`config.mk`:
```
export PLATFORM = sky130hd
export DESIGN_NAME = prog_lut_array_flat
export DESIGN_NICKNAME = d
export VERILOG_FILES = /design/src/rtl/prog_lut_array_if.sv /design/src/rtl/prog_lut_array.sv /design/src/flat_wrapper.sv
export SDC_FILE = /design/constraint.sdc
export NUM_CORES = 1
export LEC_CHECK = 0
export ABC_AREA = 1
export CAP_MARGIN = 15
export CORE_UTILIZATION = 53
export CTS_BUF_LIST = sky130_fd_sc_hd__clkbuf_16
export DETAILED_ROUTE_END_ITERATION = 10
export GPL_TIMING_DRIVEN = 0
export MAX_ROUTING_LAYER = met4
export PLACE_DENSITY = 0.72
export SYNTH_ARGS = -nofsm -noshare
export SYNTH_HDL_FRONTEND = slang
export SYNTH_SLANG_ARGS = --single-unit
```
`constraint.sdc`:
```
create_clock -name clk -period 1.69 [get_ports clk]
set_input_delay 0.2535 -clock clk [delete_from_list [all_inputs] [get_ports clk]]
set_output_delay 0.2535 -clock clk [all_outputs]
set_load 0.005 [all_outputs]
```
`src/rtl/prog_lut_array_if.sv`:
```
// Bundle for the LUT array: evaluation pins plus the serial table-load port.
interface prog_lut_array_if #(
  parameter int unsigned ARITY    = 3,
  parameter int unsigned CHANNELS = 3
);
  logic [CHANNELS*ARITY-1:0] io_in;
  logic [CHANNELS-1:0]       io_out;
  logic                      out_valid;
  logic                      cfg_start;
  logic                      cfg_valid;
  logic                      cfg_data;
  logic                      cfg_ready;
  logic                      cfg_done;

  modport master (
    output io_in, cfg_start, cfg_valid, cfg_data,
    input  io_out, out_valid, cfg_ready, cfg_done
  );

  modport slave (
    input  io_in, cfg_start, cfg_valid, cfg_data,
    output io_out, out_valid, cfg_ready, cfg_done
  );
endinterface

```
`src/rtl/prog_lut_array.sv`:
```
// Run-time programmable array of CHANNELS independent ARITY-input LUTs.
// Tables load serially into a shadow buffer and swap into the active buffer on
// the final bit, so evaluation never sees a half-written table.
module prog_lut_array #(
  parameter int unsigned ARITY    = 3,
  parameter int unsigned CHANNELS = 3
) (
  input logic             clk,
  input logic             rst_n,
  prog_lut_array_if.slave bus
);
  localparam int unsigned TblSize = 1 << ARITY;
  localparam int unsigned TtBits  = CHANNELS * TblSize;
  localparam int unsigned CntW    = $clog2(TtBits);
  localparam int unsigned LastIdx = TtBits - 1;

  typedef enum logic [1:0] {StEmpty, StLoad, StActive} state_e;

  state_e            state_q, state_d;
  logic [CntW-1:0]   cnt_q, cnt_d;
  logic [TtBits-1:0] shadow_q, shadow_d;
  logic [TtBits-1:0] active_q, active_d;
  // Set once any table has been swapped in; stays set through later reloads.
  logic              loaded_q, loaded_d;
  logic              done_q, done_d;
  logic [CHANNELS-1:0] lut_out;
  logic [CHANNELS-1:0] io_out_q;
  logic                out_valid_q;

  // Per-channel table lookup from the active buffer.
  for (genvar c = 0; c < CHANNELS; c++) begin : g_ch
    logic [ARITY-1:0]   idx;
    logic [TblSize-1:0] tbl;
    assign idx        = bus.io_in[c*ARITY +: ARITY];
    assign tbl        = active_q[c*TblSize +: TblSize];
    assign lut_out[c] = tbl[idx];
  end

  // Load FSM next-state: shadow fill, counter, swap on the last accepted bit.
  always_comb begin
    state_d  = state_q;
    cnt_d    = cnt_q;
    shadow_d = shadow_q;
    active_d = active_q;
    loaded_d = loaded_q;
    done_d   = 1'b0;
    unique case (state_q)
      StEmpty, StActive: begin
        if (bus.cfg_start) begin
          state_d = StLoad;
          cnt_d   = '0;
        end
      end
      StLoad: begin
        // A restart outranks any bit presented in the same cycle.
        if (bus.cfg_start) begin
          cnt_d = '0;
        end else if (bus.cfg_valid) begin
          shadow_d[cnt_q] = bus.cfg_data;
          if (cnt_q == CntW'(LastIdx)) begin
            active_d        = shadow_q;
            active_d[cnt_q] = bus.cfg_data;
            loaded_d        = 1'b1;
            done_d          = 1'b1;
            cnt_d           = '0;
            state_d         = StActive;
          end else begin
            cnt_d = cnt_q + 1'b1;
          end
        end
      end
      default: state_d = StEmpty;
    endcase
  end

  // Load FSM and table storage.
  always_ff @(posedge clk or negedge rst_n) begin
    if (!rst_n) begin
      state_q  <= StEmpty;
      cnt_q    <= '0;
      shadow_q <= '0;
      active_q <= '0;
      loaded_q <= 1'b0;
      done_q   <= 1'b0;
    end else begin
      state_q  <= state_d;
      cnt_q    <= cnt_d;
      shadow_q <= shadow_d;
      active_q <= active_d;
      loaded_q <= loaded_d;
      done_q   <= done_d;
    end
  end

  // Registered outputs: held at 0 until a table exists, then the active lookup.
  always_ff @(posedge clk or negedge rst_n) begin
    if (!rst_n) begin
      io_out_q    <= '0;
      out_valid_q <= 1'b0;
    end else begin
      io_out_q    <= loaded_q ? lut_out : '0;
      out_valid_q <= out_valid_q | loaded_q;
    end
  end

  assign bus.io_out    = io_out_q;
  assign bus.out_valid = out_valid_q;
  assign bus.cfg_ready = (state_q == StLoad);
  assign bus.cfg_done  = done_q;
endmodule

```
`src/flat_wrapper.sv`:
```
// flat-port wrapper written by rule: the top's interface ports become plain ports
module prog_lut_array_flat 
#(
  parameter int unsigned ARITY    = 3,
  parameter int unsigned CHANNELS = 3
)
  (clk, rst_n, bus_io_in, bus_cfg_start, bus_cfg_valid, bus_cfg_data, bus_io_out, bus_out_valid, bus_cfg_ready, bus_cfg_done);
  prog_lut_array_if #(.ARITY(ARITY), .CHANNELS(CHANNELS)) bus_i ();
  input logic clk;
  input logic rst_n;
  input wire logic [$bits(bus_i.io_in)-1:0] bus_io_in;
  input wire logic [$bits(bus_i.cfg_start)-1:0] bus_cfg_start;
  input wire logic [$bits(bus_i.cfg_valid)-1:0] bus_cfg_valid;
  input wire logic [$bits(bus_i.cfg_data)-1:0] bus_cfg_data;
  output wire logic [$bits(bus_i.io_out)-1:0] bus_io_out;
  output wire logic [$bits(bus_i.out_valid)-1:0] bus_out_valid;
  output wire logic [$bits(bus_i.cfg_ready)-1:0] bus_cfg_ready;
  output wire logic [$bits(bus_i.cfg_done)-1:0] bus_cfg_done;
  assign bus_i.io_in = bus_io_in;
  assign bus_i.cfg_start = bus_cfg_start;
  assign bus_i.cfg_valid = bus_cfg_valid;
  assign bus_i.cfg_data = bus_cfg_data;
  assign bus_io_out = bus_i.io_out;
  assign bus_out_valid = bus_i.out_valid;
  assign bus_cfg_ready = bus_i.cfg_ready;
  assign bus_cfg_done = bus_i.cfg_done;
  prog_lut_array #(.ARITY(ARITY), .CHANNELS(CHANNELS)) u_core (.clk(clk), .rst_n(rst_n), .bus(bus_i));
endmodule
```
==> flow_summary.yaml <==
sta:
  maxClockFrequency_mhz: 632
  rsz0062_at_grt: "false"
  layout_worst_path_cycle_share: 0.937
  fin_ws_ns: 0.107
  setup_viol: 0
  transition_time_at_the_pin_with_the_least_slew_margin_ns: 0.487
  timing_hold_violations_final: 0
  post-route-min-period_ns: 1.58
  slew_headroom: 0.675
  finalClockSkew_ns: 0.00428
  finalMaxSlewViolations: 0
critical_path:
  timing.critical_path.arrival_ns: 1.79
  critical_path.startpoint: "u_core.cnt_q[0]$_DFFE_PN0P_"
  r2r_end: "u_core.loaded_q$_DFFE_PN0P_"
  criticalPathCategory: "reg2reg"
  worstPathRequired_ns: 1.89
  critical_path.max_fanout: 9
  timing.reg2reg.setup_slack_ns: 0.11
  worstSetupPathDepth: 7
  worstSetupEndpointType: "flop"
  critical_path.max_stage_delay_ns: 0.42
  crit_path_start_kind: "flop"
  worst-path-buf-inv: 2
  timing.critical_path.slowest_stage_cell: "dfrtp_1"
  crit_chain: "ha_1, nand2_1, inv_1, nand2_2, nor2_8, buf_4, or2_2"
  largest_delay_contributor_family_on_the_critical_path: "simple AND/OR/NAND/NOR gates"
  worstReg2RegStart: "u_core.cnt_q[0]$_DFFE_PN0P_"
  worst-r2r-cell-count: 7
clock_network:
  cts_htree_levels: 3
  path_clk_slew_ns: 0.05
  clkLatencyLatePin_ns: 0.33
  ctsLongestPathBuffers: 2
  tritoncts.num_buffers: 9
  cts_tree: "yes"
  cts_root_buf: "clkbuf_16"
  total_clock_sinks: 60
yosys:
  ys_warn_count: 0
  netlist_top_cells_area: "dfrtp_1 46%, nand2_1 16%, nand3_1 14%"
  yosysTopAreaCellShare: 0.461
  syn-instance-count: 449
  number_of_different_library_cells_in_the_post_synthesis_netlist: 21
  share_of_synthesized_flip_flops_with_an_asynchronous_set_or_reset: 1.00
  postSynthRegisterBits: 60
  syn-num-nets: 468
  synth_area_per_cell_um2: 7.26
  post_synth_edffs: 0
  synthFlopType: "dfrtp_1"
  synth_top_area_cell: "dfrtp_1"
  netlist_top_cells_count: "143 x nand2_1, 88 x nand3_1, 66 x inv_1"
  yosysMostFrequentCell: "nand2_1"
  synth_seq_area_share: 0.461
  synthesis.area_um2: 3260
cells_and_area:
  multiInputGateArea_um2: 1400
  final_nets: 501
  regArea_um2: 1500
  fraction_of_final_layout_cells_sized_beyond_drive_strength_1: 0.0825
  insertedDiodeCount: 0
  final.fill_count: 506
  area_delta_synth_final_pct: 18.5
  fin_util: 0.652
  fin_area_um2: 3860
power:
  max-vdd-ir-drop_uv: 599
  power_leakage_uw: 0.00206
  power-per-cell-area_nw_per_um2: 1080
flow_run:
  timing.max_cap.violations: 0
grt:
  first_global_vias: 2654
  largest_net_degree_at_the_start_of_global_routing: 42
  grt_first_pass_wirelength_um: 12200
  groute.usage.overall: 0.260
  number_of_antenna_violations_at_the_first_check_in_global_routing: 0
  globalRouteOverflowTotal: 0
drt:
  routed_wire_length_per_instance_um: 13.0
  drc_errors: 0
  antenna_violating_nets_post_route: 0
  num_vias: 2919
  drt-vias-per-instance: 5.21
  first_iter_violations: 219
  dr.pass1.iters: 4
  drt_wl_total_um: 7270
run_status:
  run_status: "finished clean"
die:
  core_um2: 5920
  effective_utilization_at_floorplan: 0.550
  count_of_boundary_i_o_pins: 20
  die_width_um: 80.4
  die_area_um2: 6460
  row_count: 28
  die-height_um: 80.4
place:
  pre_cts_ws_ns: -0.165
  port-buffer-count: 19
  gp_congestion: 0.859
  place_area_um2: 3560
  place_hpwl_um: 5060
hold_path:
  worstHoldPathType: "in2async"
[timing repair]
item / 4_1_cts / 5_1_grt
resized for setup: 1 / 8
endpoints found under the setup margin: 12 / 22
endpoints found under the hold margin: 19 / 0
setup buffers: 0 / 2
hold buffers: 1 / 0
cloned: 0 / 0
pin swaps: 0 / 2
[report_power, final]
| group | leakage, uW | internal, uW | switching (uW) |
|---|---|---|---|
| combinational | 0.00115 | 275 | 562 |
| sequential | 0.000780 | 1580 | 71.3 |
| clock | 0.000131 | 1100 | 592 |
[metrics by stage]
step           hold slack [ns]  total power (uW)  TNS (ns)  std cells
2_1_floorplan          -0.0421              2240         0        449
5_1_grt                  0.489              4430         0        560
6_report                 0.421              4180         0        560
3_5_place_dp             0.245              2490     -5.82        544
3_3_place_gp             0.451              2470    -97.53        543
4_1_cts                  0.439              4190         0        558
[area by class of cell]
cell class | count | share of cell area
multi-input cells | 300 | 0.362
plain buffers | 18 | 0.0272
repair buffers | 23 | 0.0603
clock buffers | 9 | 0.0583
flip-flops and latches | 60 | 0.389
well taps | 75 | 0.0243
inverters | 70 | 0.0680
clock inverters | 5 | 0.0117
[placed cells by master, fill, tap and decap left out]
cell             netlist  routed
buf_1                  1       1
dlygate4sd3_1          0       1
nand2_2                2       2
buf_6                  1       1
clkinv_1               1       5
buf_12                 0       1
buf_2                  3       4
clkdlybuf4s50_1        0      17
nand2_1              143     143
clkbuf_2               0       3
inv_1                 66      66
ha_1                   5       4
nor2_8                 1       1
o21ai_0               19      19
nand3_1               88      88
nand4_1               18      18
ha_2                   0       1
dlymetal6s2s_1         0       1
buf_4                  6       8
bufinv_16              0       1
o31ai_1                1       1
or2_2                  2       2
clkbuf_1               8       4
nor2_2                 1       3
nor2_4                 1       1
clkbuf_16              0       9
dfrtp_1               60      60
nor2_1                19      17
inv_2                  3       3
[routing by layer]
layer,vias up,track usage,part of all wire
met4,0,0.104,0.014
met5,-,-,0
met3,10,0.0580,0.065
met1,1341,0.355,0.49
met2,77,0.375,0.43
li1,1491,-,-
[cells by family after synthesis]
kind of cell / Yosys count / synth area share
DFF: 60 / 0.461
adders and majority gates: 5 / 0.0192
AOI/OAI and AO/OA: 20 / 0.0315
and+or+nand+nor: 275 / 0.376
buffers and inverters: 89 / 0.113
[worst max-delay path by stage]
stage	to	slack, ns
after floorplan	u_core.active_q[4]$_DFFE_PN0P_	0.30
after global placement	u_core.shadow_q[16]$_DFFE_PN0P_	-1.54
after detailed placement	u_core.active_q[12]$_DFFE_PN0P_	-0.16
after CTS	u_core.active_q[1]$_DFFE_PN0P_	0.009
after global routing	u_core.shadow_q[7]$_DFFE_PN0P_	0.0006
final	u_core.loaded_q$_DFFE_PN0P_	0.11
[registers in the layout, indices dropped and copies added, names as in the netlist]
| name | count |
|---|---|
| u_core.bus.io_out | 3 |
| u_core.loaded_q | 1 |
| u_core.state_q | 2 |
| u_core.cnt_q | 5 |
| u_core.active_q | 24 |
| u_core.bus.cfg_done | 1 |
| u_core.shadow_q | 23 |
| u_core.bus.out_valid | 1 |
Power figures use the tool's default switching activity.
==> edit: new RTL, config.mk and constraints unchanged <==
Make the reset (`rst_n`) synchronous in 2 clocked blocks.
--- a/src/rtl/prog_lut_array.sv
+++ b/src/rtl/prog_lut_array.sv
@@ -74,7 +74,7 @@
   end
 
   // Load FSM and table storage.
-  always_ff @(posedge clk or negedge rst_n) begin
+  always_ff @(posedge clk) begin
     if (!rst_n) begin
       state_q  <= StEmpty;
       cnt_q    <= '0;
@@ -93,7 +93,7 @@
   end
 
   // Registered outputs: held at 0 until a table exists, then the active lookup.
-  always_ff @(posedge clk or negedge rst_n) begin
+  always_ff @(posedge clk) begin
     if (!rst_n) begin
       io_out_q    <= '0;
       out_valid_q <= 1'b0;
Formal check against the unedited RTL: differs if rst_n is asserted again (counterexample within 4 cycles, from zero or initial values and one cycle with rst_n low); with rst_n held inactive, the same outputs for 10 cycles.
==> edit against the unedited design <==
Design area shrank 4.4%; register-to-register slack better by 20 ps; worst hold slack improved by 22 ps; worst setup slack got worse by 55 ps; sequential cell count stayed put; wire length grew 0.81%; non-clock buffer count is 8 lower; synthesized area is 5.3% lower; critical endpoint is now bus_cfg_ready; highest routed layer unchanged.
Power is not compared: it rests on default switching activity, and its combinational part moved more than twofold at a synthesized area within 25%.
==> edit: results (changes against the unedited design) <==
| Metric | Value |
|---|---|
| Status | `completed` |
| Largest net degree at the start of global routing | `11 (-74%)` |
| Top area cells in the synthesized netlist | `dfxtp_1 (39%), nand2_1 (20%), nor2_1 (9.9%), nand3_1 (8.9%), inv_1 (7.2%)` |
| CP Max Fanout | `5 (-4)` |
| Worst path slowest cell | `clkdlybuf4s50_1` |
| Resized Gates After CTS | `4 (+3)` |
| Placed Area | `3370 µm² (-5.3%)` |
| First-pass GRT wire length | `12.2 mm (-0.40%)` |
| Avg Vias per Cell | `4.91 (-5.8%)` |
| Final net count | `537 (+7.2%)` |
| Syn Inst Count | `489 (+8.9%)` |
| Crit-path max cell delay | `500 ps (+80 ps)` |
| Count of cell types in the netlist | `23 (+9.5%)` |
| M3 GR Usage | `5.00% (-0.80 points)` |
| Most used DFF post-synth | `dfxtp_1` |
| Avg WL per Cell | `12.3 µm (-5.1%)` |
| Post-Syn Nets | `508 (+8.5%)` |
| Sequential fraction of the synthesis area | `38.9% (-7.2 points)` |
| DP Worst Slack | `-333 ps (-168 ps)` |
| Layout cells sized above 1 | `7.84% (-0.41 points)` |
| Via count | `2921 (+0.069%)` |
| Initial drt markers | `239 (+9.1%)` |
| Worst Hold Class | `reg -> reg` |
| Worst-margin pin slew | `508 ps (+20.8 ps)` |
| Async set-reset flop share out of synthesis | `0% (-100 points)` |
| Top cells by count, synth | `nand2_1 (164), nor2_1 (81), dfxtp_1 (60)` |
| Total GRT Usage | `26.6% (+0.57 points)` |
| Placed Cells | `580 (+6.6%)` |
## edit: changes by cell type after synthesis, sizes merged, moves of 3 or more
cell	delta
nor2	+63
inv	-8
o21ai	+15
nand2	+22
dfrtp	-60
dfxtp	+60
nand3	-32
nand4	-17
buf	-3
## edit: report_power, final
part           total [µW]  switching (µW)  internal [µW]  leakage (µW)
Clock                1900             628           1270      0.000158
Combinational         300             188            113       0.00122
Sequential           1460            17.2           1450      0.000486
Total                3660             833           2830       0.00186
## edit: layer usage
| metal | up-vias | wire, µm |
|---|---|---|
| met4 | 0 | 106 |
| met2 | 52 | 3380 |
| met5 | - | 0 |
| met1 | 1288 | 3580 |
| li1 | 1571 | - |
| met3 | 10 | 259 |
## edit: area by class of cell
type                       count  area, µm²
buffer                        13       78.8
clock buffer                   9        225
clock inverter                 7       82.6
fill                         535       1880
inverter                      62        236
multi-input combinational    352       1580
sequential                    60       1200
tap                           72       90.1
timing repair buffer          20        198
## edit: final timing paths
check / from / endpoint / slack [ps] / depth (start not counted)
worst max register to register: u_core.cnt_q[0]$_SDFFE_PN0P_ / u_core.active_q[8]$_SDFFE_PN0P_ / 130 / 8
worst max-delay path: u_core.state_q[0]$_SDFFE_PN0P_ / bus_cfg_ready / 50 / 3
worst min register to register: u_core.active_q[17]$_SDFFE_PN0P_ / u_core.active_q[17]$_SDFFE_PN0P_ / 440 / 2
worst min-delay path: u_core.active_q[17]$_SDFFE_PN0P_ / u_core.active_q[17]$_SDFFE_PN0P_ / 440 / 2
## edit: logic make-up (layout without fill, tap and decap cells)
logic type | Yosys count | count (layout) | synth area share (%)
AOI/OAI and AO/OA | 36 | 36 | 5.84
DFF | 60 | 60 | 38.9
and+or+nand+nor | 311 | 311 | 42.8
adders and majority gates | 5 | 5 | 2.03
buffers and inverters | 77 | 111 | 10.4
